`src/rtl/uart_pkg.sv`:
```
// ---------------------------------------------------------------------------
// uart_pkg
// Shared UART definitions used by the transmitter and the receiver.
//   rx_state_t     : receiver FSM state encoding
//   DATA_W_DEFAULT : default number of data bits per frame
//   START_LVL      : line level of the start bit
//   STOP_LVL       : line level of the stop bit (also the idle level)
//   cnt_width()    : width of a counter that must hold 0..n-1 (minimum 1)
// ---------------------------------------------------------------------------
package uart_pkg;

  localparam int   DATA_W_DEFAULT = 8;
  localparam logic START_LVL      = 1'b0;
  localparam logic STOP_LVL       = 1'b1;

  typedef enum logic [2:0] {
    IDLE,
    START_BIT,
    DATA_RX,
    STOP_BIT,
    WAIT_IDLE
  } rx_state_t;

  // A counter for n states needs clog2(n) bits, but never fewer than one.
  function automatic int cnt_width(input int n);
    return (n > 1) ? $clog2(n) : 1;
  endfunction

endpackage

```
`src/rtl/uart_rx_data_if.sv`:
```
// ---------------------------------------------------------------------------
// uart_rx_data_if
// Consumer-side bundle of the UART receiver.
//   rx_complete_del_flag : consumer -> receiver, acknowledge / clear flags
//   DATA_OUT             : receiver -> consumer, last good byte
//   rx_busy              : receiver -> consumer, frame in progress
//   rx_complete_flag     : receiver -> consumer, sticky new-byte flag
//   frame_error          : receiver -> consumer, sticky bad-stop flag
//   overrun              : receiver -> consumer, sticky overrun flag
// master = receiver, slave = consumer.
// ---------------------------------------------------------------------------
interface uart_rx_data_if
  import uart_pkg::*;
#(
  parameter int DATA_W = DATA_W_DEFAULT
);

  logic              rx_complete_del_flag;
  logic [DATA_W-1:0] DATA_OUT;
  logic              rx_busy;
  logic              rx_complete_flag;
  logic              frame_error;
  logic              overrun;

  modport master (
    input  rx_complete_del_flag,
    output DATA_OUT,
    output rx_busy,
    output rx_complete_flag,
    output frame_error,
    output overrun
  );

  modport slave (
    output rx_complete_del_flag,
    input  DATA_OUT,
    input  rx_busy,
    input  rx_complete_flag,
    input  frame_error,
    input  overrun
  );

endinterface

```
`src/rtl/uart_sync2.sv`:
```
// ---------------------------------------------------------------------------
// uart_sync2
// Two-flop synchroniser for an asynchronous pin input. Both flops reset to
// the UART idle level so a line that is idle during reset produces no edge
// when reset is released.
//   clk     : destination clock
//   reset_n : asynchronous, active-low reset
//   i_async : asynchronous input
//   o_sync  : synchronised output (two clk edges of latency)
// ---------------------------------------------------------------------------
module uart_sync2
  import uart_pkg::*;
(
  input  logic clk,
  input  logic reset_n,
  input  logic i_async,
  output logic o_sync
);

  logic r_meta;
  logic r_sync;

  // First flop may go metastable; the second gives it a full cycle to settle.
  always_ff @(posedge clk or negedge reset_n) begin
    if (!reset_n) begin
      r_meta <= STOP_LVL;
      r_sync <= STOP_LVL;
    end else begin
      r_meta <= i_async;
      r_sync <= r_meta;
    end
  end

  assign o_sync = r_sync;

endmodule

```
`src/rtl/uart_rx_data.sv`:
```
// ---------------------------------------------------------------------------
// uart_rx_data
// Serial receiver for 1 start / DATA_W data (LSB first) / 1 stop frames.
// The line is synchronised, each bit is sampled at its centre, and the byte
// is returned with a sticky complete flag that the consumer clears with
// rx_complete_del_flag. Bad stop bits raise frame_error; a good byte landing
// on an unacknowledged one raises overrun.
//   CLKS_PER_BIT : clk cycles per serial bit (>= 1)
//   DATA_W       : data bits per frame
//   clk          : rising-edge clock
//   reset_n      : asynchronous, active-low reset
//   RXD          : serial line, idle high, asynchronous to clk
//   bus          : consumer handshake (uart_rx_data_if.master)
// ---------------------------------------------------------------------------
module uart_rx_data
  import uart_pkg::*;
#(
  parameter int CLKS_PER_BIT = 1,
  parameter int DATA_W       = DATA_W_DEFAULT
)(
  input  logic           clk,
  input  logic           reset_n,
  input  logic           RXD,
  uart_rx_data_if.master bus
);

  // Mid-bit sample offset, measured from the start-bit detection edge.
  localparam int M  = (CLKS_PER_BIT - 1) / 2;
  localparam int CW = cnt_width(CLKS_PER_BIT);
  localparam int IW = $clog2(DATA_W + 1);

  localparam logic [CW-1:0] CNT_LAST = CW'(CLKS_PER_BIT - 1);
  localparam logic [CW-1:0] CNT_MID  = CW'(M);
  localparam logic [CW-1:0] CNT_ONE  = CW'(1);
  localparam logic [IW-1:0] IDX_LAST = IW'(DATA_W - 1);

  logic w_rxd_s;
  logic w_ack;

  rx_state_t         r_state;
  logic [CW-1:0]     r_cnt;
  logic [IW-1:0]     r_idx;
  logic [DATA_W-1:0] r_shift;
  logic [DATA_W-1:0] r_data;
  logic              r_busy;
  logic              r_complete;
  logic              r_ferr;
  logic              r_ovr;

  uart_sync2 u_sync (
    .clk     (clk),
    .reset_n (reset_n),
    .i_async (RXD),
    .o_sync  (w_rxd_s)
  );

  assign w_ack = bus.rx_complete_del_flag;

  // Receiver FSM with counters, shift register and all registered outputs.
  // The acknowledge clears the sticky flags first; any set later in this
  // block overrides the clear, so a set in the same cycle wins.
  // The detection edge counts as the first cycle of the start bit, which is
  // why START_BIT is entered with the counter already at one.
  always_ff @(posedge clk or negedge reset_n) begin
    if (!reset_n) begin
      r_state    <= IDLE;
      r_cnt      <= '0;
      r_idx      <= '0;
      r_shift    <= '0;
      r_data     <= '0;
      r_busy     <= 1'b0;
      r_complete <= 1'b0;
      r_ferr     <= 1'b0;
      r_ovr      <= 1'b0;
    end else begin
      if (w_ack) begin
        r_complete <= 1'b0;
        r_ferr     <= 1'b0;
        r_ovr      <= 1'b0;
      end

      case (r_state)
        IDLE: begin
          r_cnt <= '0;
          r_idx <= '0;
          if (w_rxd_s == START_LVL) begin
            r_busy <= 1'b1;
            if (M == 0) begin
              r_state <= DATA_RX;
            end else begin
              r_state <= START_BIT;
              r_cnt   <= CNT_ONE;
            end
          end
        end

        START_BIT: begin
          if (r_cnt == CNT_MID) begin
            r_cnt <= '0;
            if (w_rxd_s == START_LVL) begin
              r_state <= DATA_RX;
            end else begin
              r_state <= IDLE;
              r_busy  <= 1'b0;
            end
          end else begin
            r_cnt <= r_cnt + 1'b1;
          end
        end

        DATA_RX: begin
          if (r_cnt == CNT_LAST) begin
            r_cnt   <= '0;
            r_shift <= {w_rxd_s, r_shift[DATA_W-1:1]};
            if (r_idx == IDX_LAST) begin
              r_state <= STOP_BIT;
            end else begin
              r_idx <= r_idx + 1'b1;
            end
          end else begin
            r_cnt <= r_cnt + 1'b1;
          end
        end

        STOP_BIT: begin
          if (r_cnt == CNT_LAST) begin
            r_cnt  <= '0;
            r_busy <= 1'b0;
            if (w_rxd_s == STOP_LVL) begin
              r_state    <= IDLE;
              r_data     <= r_shift;
              r_complete <= 1'b1;
              if (r_complete && !w_ack) begin
                r_ovr <= 1'b1;
              end
            end else begin
              r_state <= WAIT_IDLE;
              r_ferr  <= 1'b1;
            end
          end else begin
            r_cnt <= r_cnt + 1'b1;
          end
        end

        WAIT_IDLE: begin
          r_cnt <= '0;
          r_idx <= '0;
          if (w_rxd_s == STOP_LVL) begin
            r_state <= IDLE;
          end
        end

        default: begin
          r_state <= IDLE;
          r_busy  <= 1'b0;
        end
      endcase
    end
  end

  assign bus.DATA_OUT         = r_data;
  assign bus.rx_busy          = r_busy;
  assign bus.rx_complete_flag = r_complete;
  assign bus.frame_error      = r_ferr;
  assign bus.overrun          = r_ovr;

endmodule

```
`src/flat_wrapper.sv`:
```
// flat-port wrapper written by rule: the top's interface ports become plain ports
module uart_rx_data_flat import uart_pkg::*;
#(
  parameter int CLKS_PER_BIT = 1,
  parameter int DATA_W       = DATA_W_DEFAULT
)
  (clk, reset_n, RXD, bus_rx_complete_del_flag, bus_DATA_OUT, bus_rx_busy, bus_rx_complete_flag, bus_frame_error, bus_overrun);
  uart_rx_data_if #(.DATA_W(DATA_W)) bus_i ();
  input  logic clk;
  input  logic reset_n;
  input  logic RXD;
  input wire logic [$bits(bus_i.rx_complete_del_flag)-1:0] bus_rx_complete_del_flag;
  output wire logic [$bits(bus_i.DATA_OUT)-1:0] bus_DATA_OUT;
  output wire logic [$bits(bus_i.rx_busy)-1:0] bus_rx_busy;
  output wire logic [$bits(bus_i.rx_complete_flag)-1:0] bus_rx_complete_flag;
  output wire logic [$bits(bus_i.frame_error)-1:0] bus_frame_error;
  output wire logic [$bits(bus_i.overrun)-1:0] bus_overrun;
  assign bus_i.rx_complete_del_flag = bus_rx_complete_del_flag;
  assign bus_DATA_OUT = bus_i.DATA_OUT;
  assign bus_rx_busy = bus_i.rx_busy;
  assign bus_rx_complete_flag = bus_i.rx_complete_flag;
  assign bus_frame_error = bus_i.frame_error;
  assign bus_overrun = bus_i.overrun;
  uart_rx_data #(.CLKS_PER_BIT(CLKS_PER_BIT), .DATA_W(DATA_W)) u_core (.clk(clk), .reset_n(reset_n), .RXD(RXD), .bus(bus_i));
endmodule
```
`config.mk`:
```
export PLATFORM = sky130hd
export DESIGN_NAME = uart_rx_data_flat
export DESIGN_NICKNAME = d
export VERILOG_FILES = /design/src/rtl/uart_pkg.sv /design/src/rtl/uart_rx_data_if.sv /design/src/rtl/uart_sync2.sv /design/src/rtl/uart_rx_data.sv /design/src/flat_wrapper.sv
export SDC_FILE = /design/constraint.sdc
export NUM_CORES = 1
export LEC_CHECK = 0
export CAP_MARGIN = 15
export CELL_PAD_IN_SITES_DETAIL_PLACEMENT = 0
export CELL_PAD_IN_SITES_GLOBAL_PLACEMENT = 1
export CORE_MARGIN = 10
export CORE_UTILIZATION = 38
export CTS_CLUSTER_DIAMETER = 100
export DETAILED_ROUTE_END_ITERATION = 10
export PLACE_DENSITY_LB_ADDON = 0.1
export SLEW_MARGIN = 0
export SYNTH_ARGS = -nofsm -noshare
export SYNTH_HDL_FRONTEND = slang
export SYNTH_SLANG_ARGS = --single-unit
```
`constraint.sdc`:
```
create_clock -name clk -period 1.3 [get_ports clk]
set_clock_uncertainty 0.1 [all_clocks]
set_input_delay 0.13 -clock clk [delete_from_list [all_inputs] [get_ports clk]]
set_output_delay 0.13 -clock clk [all_outputs]
set_load 0.02 [all_outputs]
```
==> Yosys cells after proc, flatten, opt, wreduce, memory -nomap -nowiden <==
Index checks and enable logic that the tools add are counted.
{ "word_totals": {"input_bits": 4, "reg_bits": 30, "output_inout_bits": 12} }
{ "classes": {"addsub": 2, "eq_ne": 13, "mux": 32, "reduce_logical": 13, "bitwise_logic": 2} }
{ "ops": {"columns": ["operator", "n"], "rows": [
  ["$mux 3", 7],
  ["$mux 1", 18],
  ["$pmux 3 s5", 1],
  ["$ne 2x2->1 const B", 7],
  ["$mux 4", 2],
  ["$pmux 4 s2", 1],
  ["$eq 3x2->1 const B", 2],
  ["$reduce_and 3->1", 2],
  ["$reduce_and 6->1", 1],
  ["$reduce_and 5->1", 1],
  ["$add 4x1->4 const B", 1],
  ["$eq 4x3->1 const B", 1],
  ["$pmux 1 s4", 1],
  ["$reduce_bool 2->1", 2],
  ["$reduce_or 2->1", 2],
  ["$eq 3x1->1 const B", 1],
  ["$eq 3x3->1 const B", 1],
  ["$logic_not 3->1", 1],
  ["$reduce_or 3->1", 1],
  ["$mux 2", 1],
  ["$ne 2x1->1 const B", 1],
  ["$not 1->1", 2],
  ["$pmux 1 s2", 1],
  ["$reduce_and 2->1", 1],
  ["3 further kinds", 3]
]} }

==> Longest topological paths before layout <==
{ "depth": {"ltp_word": 6, "mapped_depth": 5, "depth_no_buf": 4} }

==> Cells and area by module <==
From an unflattened synthesis, not the netlist that was laid out.
{ "unflattened": {"cells_unflattened": 106, "hier_area_um2": 1243.7} }
{ "modules_own_cells": {"columns": ["mod", "cells_per_inst", "area_each_um2", "instances", "seq_area_each_um2"], "rows": [
  ["uart_rx_data", 104, 1191.1, 1, 675.6],
  ["uart_sync2", 2, 52.6, 1, 52.6]
]} }

==> Least setup slack after synthesis <==
Ideal clock, no wire load.
{ "synth_path": {"path_kind": "reg2reg", "from": "register u_core.r_state[0]", "to": "register u_core.r_shift[0]", "n_path_buf": 1, "synth_period_minus_slack_ns": 1.368, "setup_ns": 0.125, "stages_incl_launch_ff": 5, "required_ns": 1.075, "setup_slack_ns": -0.068, "t_arrival_ns": 1.143, "cell_sequence": "dfrtp_1 nor2_1 and2_1 buf_6 mux2_4"} }
{ "synth_via": {"elab_chain_len": 2} }
{ "synth_lines": {"columns": ["item", "line_no", "text"], "rows": [
  ["from (decl)", "uart_rx_data.sv:40", "rx_state_t r_state;"],
  ["from (signal assigned)", "uart_rx_data.sv:66", "r_state <= IDLE;"],
  ["from (signal assigned)", "uart_rx_data.sv:89", "r_state <= DATA_RX;"],
  ["from (signal assigned)", "uart_rx_data.sv:91", "r_state <= START_BIT;"],
  ["$eq 3x2->1", "uart_rx_data.sv:82", "case (r_state)"],
  ["$reduce_and 2->1 (no line)", null, null],
  ["to (signal assigned)", "uart_rx_data.sv:114", "r_shift <= {w_rxd_s, r_shift[DATA_W-1:1]};"],
  ["to (decl)", "uart_rx_data.sv:43", "logic [DATA_W-1:0] r_shift;"]
]} }
No other way between the ends.
A chain may end at the register's enable or synchronous reset.

==> Final worst setup path <==
{ "layout_path": {"from": "register u_core.r_idx[0]", "to": "register u_core.r_idx[0]"} }
{ "layout_via": {"elab_chain_len": 4, "word_cells_on_any_way": 7, "cone_classes": "add/sub (1); eq/ne (2); mux (3); reduce/logical (1)"} }
{ "layout_lines": {"columns": ["item", "line_no", "text"], "rows": [
  ["from (decl)", "uart_rx_data.sv:42", "logic [IW-1:0] r_idx;"],
  ["from (signal assigned)", "uart_rx_data.sv:118", "r_idx <= r_idx + 1'b1;"],
  ["$add 4x1->4", "uart_rx_data.sv:118", null],
  ["$mux 4", "uart_rx_data.sv:115", "if (r_idx == IDX_LAST) begin"],
  ["$mux 4", "uart_rx_data.sv:112", "if (r_cnt == CNT_LAST) begin"],
  ["$pmux 4 s2", "uart_rx_data.sv:82", null]
]} }
Several ways; a longest one is shown, not always the timed one. The select of a mux whose other input is x is not followed.

==> flow_summary.yaml <==
worst_setup_path:
  end_kind: "flip-flop"
  setup.worst_path.class: "flip-flop to flip-flop"
  r2r_end: "u_core.r_idx[0]"
  r2r_start: "u_core.r_idx[0]"
  reg2reg_depth: 4
  worst-path-max-fanout: 5
  r2r_slack_ns: -0.12
  critPathRequiredTime_ns: 1.40
  critPathLaunch: "u_core.r_idx[0]"
  cp.arrival_ns: 1.52
  critical_path.endpoint: "u_core.r_idx[0]"
  setup.worst_path.start_class: "flip-flop"
yosys:
  ys_seq_area_share_pct: 58.4
  yosysTopAreaCell: "dfrtp_1"
  ys_ff_latch: 29
  async_flop_share_pct: 100
  ys_types: 33
  netlist_instances: 106
  yosysWarnings: 0
  syn_area_per_cell_um2: 11.8
  synth_top_area_share_pct: 54.2
  synth_edf_count: 0
  yosys-top-cells-area: "dfrtp_1 (54%), mux2_4 (9.6%), nand2_1 (8.4%), dfstp_2 (4.2%), nand4b_1 (1.4%)"
  synthesis.area_um2: 1250
  yosys_most_used_dff: "dfrtp_1"
  syn_nets: 111
sta:
  final.min_clock_period_ns: 1.42
  slew_viol_final: 0
  timing.final.ws_setup_ns: -0.117
  hold_viol_final: 0
  tightestPinTransition_ns: 0.250
  relSlewSlack_pct: 83.0
  rsz0062_at_grt: "true"
  fmax_ghz: 0.706
  fin_hold_ws_ns: 0.0230
  fin_tns_setup_ns: -0.598
  fin_crit_sh_pct: 109
  setup_viol: 14
cells_and_area:
  num-nets-final: 147
  diodes: 0
  final-instance-count-excl-fill: 187
  finish.utilization_pct: 55.1
  final_common_cell: "dfrtp_1"
  final_cell_mix: "dfrtp_1 (24), nand2_1 (20), buf_4 (15), mux2_4 (9), nand2_2 (8)"
  layout-drive-gt1-share_pct: 44.8
  area_delta_synth_final_pct: 37.2
pwr:
  pwr_density_cell_nw_per_um2: 2470
  vdd_drop_max_uv: 994
  p_leak_nw: 0.829
grt:
  grt_pass1_wl_mm: 4.38
  grt_pass1_vias: 931
  antenna_found_initial: 0
  grt_usage_pct: 9.25
  overflow: 0
  grt_max_degree: 20
floorplanning:
  start_util_pct: 40.2
  core_um2: 3100
  dieArea_um2: 5970
  fp-row-count: 20
  ios: 16
  die_w_um: 77.3
  dieHeight_um: 77.3
clock_network:
  cts.sinks: 29
  cts_made_buffers: 5
  cts_tree: "done"
  htreeDepth: 2
  clk_pin_slew_ns: 0.09
  cts_root_buf: "clkbuf_4"
  cts_buffer_depth: 2
  insertion_delay_ns: 0.33
route:
  routed_wirelength_mm: 2.54
  drc_errors: 0
  drt-initial-drc-count: 45
  viasPerCell: 4.64
  vias: 868
  ant_nets: 0
  first_pass_iters: 4
  wl_per_cell_um: 13.6
placement:
  io_buffers: 15
  dp.final_hpwl_mm: 1.75
  gp_congestion: 0.789
  placed_cells: 175
run:
  cap_viol_max_count: 0
worst_hold_path:
  hold_class: "input port to asynchronous set/reset pin"
status:
  failed_checks: "setup timing"
  outcome: "finished, violations left"
layer usage:
layer	track usage, %	vias to the layer above	wire length [um]
met3	4.08	8	148
li1	-	436	-
met1	10.6	404	1170
met2	14.1	20	1160
met5	0	-	0
met4	4.93	0	57
where the power goes:
| part | total (mW) | leakage, nW | internal [mW] | switching [mW] |
|---|---|---|---|---|
| sequential | 1.60 | 0.349 | 1.29 | 0.311 |
| combinational | 1.70 | 0.425 | 0.943 | 0.755 |
| clock | 0.926 | 0.0552 | 0.595 | 0.330 |
logic make-up after synthesis:
group	share of synthesized area (%)
compound gates	7.73
fa+ha+maj	1.91
buf+inv	3.81
flops	58.4
mux	10.5
simple gates	17.6
through the flow:
stage                     area, um2  power [mW]  setup slack (ns)
after global placement         1550        3.25           -0.0905
after floorplan                1250        2.61           -0.0265
after global routing           1710        4.53            -0.138
after detailed placement       1550        3.29            -0.136
final                          1710        4.22            -0.117
after CTS                      1690        4.21            -0.106
sequential cells by signal (all words and copies together) (netlist names):
| register | count |
|---|---|
| u_core.r_state | 3 |
| u_core.r_shift | 8 |
| u_core.u_sync.r_meta | 1 |
| u_core.bus.rx_busy | 1 |
| u_core.bus.rx_complete_flag | 1 |
| u_core.bus.DATA_OUT | 8 |
| u_core.bus.frame_error | 1 |
| u_core.r_idx | 4 |
| u_core.u_sync.o_sync | 1 |
| u_core.bus.overrun | 1 |
cells in the mapped netlist, types with 2 or more instances:
master    instances
buf_4             2
inv_1             3
o211ai_1          2
mux2_4            8
nand2_1          28
nor2_1            4
nand4b_1          2
a211oi_1          2
a21oi_1           3
buf_2             2
dfstp_2           2
dfrtp_1          27
final cells by class:
cell class | instances | area [um2]
clock buffer | 5 | 37.5
clock inverter | 3 | 65.1
fill | 298 | 1390
inverter | 3 | 11.3
multi-input combinational | 69 | 532
sequential | 29 | 732
tap | 44 | 55.1
timing repair buffer | 34 | 278
worst max-delay path, cell delays in order (launching register included):
cell	delay [ns]
dfrtp_2	0.45
ha_4	0.18
and3b_2	0.24
o211ai_1	0.19
o311ai_1	0.13
worst min-delay path by stage:
stage                               startpoint                      to  slack (ns)  cells after the start
after floorplan                        reset_n  u_core.bus.DATA_OUT[0]       -0.27                      0
after global placement    u_core.u_sync.r_meta    u_core.u_sync.o_sync        0.25                      0
after detailed placement  u_core.u_sync.r_meta    u_core.u_sync.o_sync        0.25                      0
after CTS                              reset_n  u_core.bus.DATA_OUT[6]        0.02                      2
after global routing                   reset_n         u_core.r_idx[3]       0.001                      2
final                                  reset_n         u_core.r_idx[3]        0.02                      2
repair_timing:
| action | CTS | global route |
|---|---|---|
| gates cloned | 0 | 0 |
| endpoints found under the setup margin | 34 | 33 |
| gates resized for setup | 25 | 27 |
| hold endpoints to repair | 0 | 0 |
| hold buffers | 0 | 0 |
| pin swaps | 3 | 11 |
| buffers inserted | 4 | 1 |
Note: power is estimated with default switching activity, not from simulation.
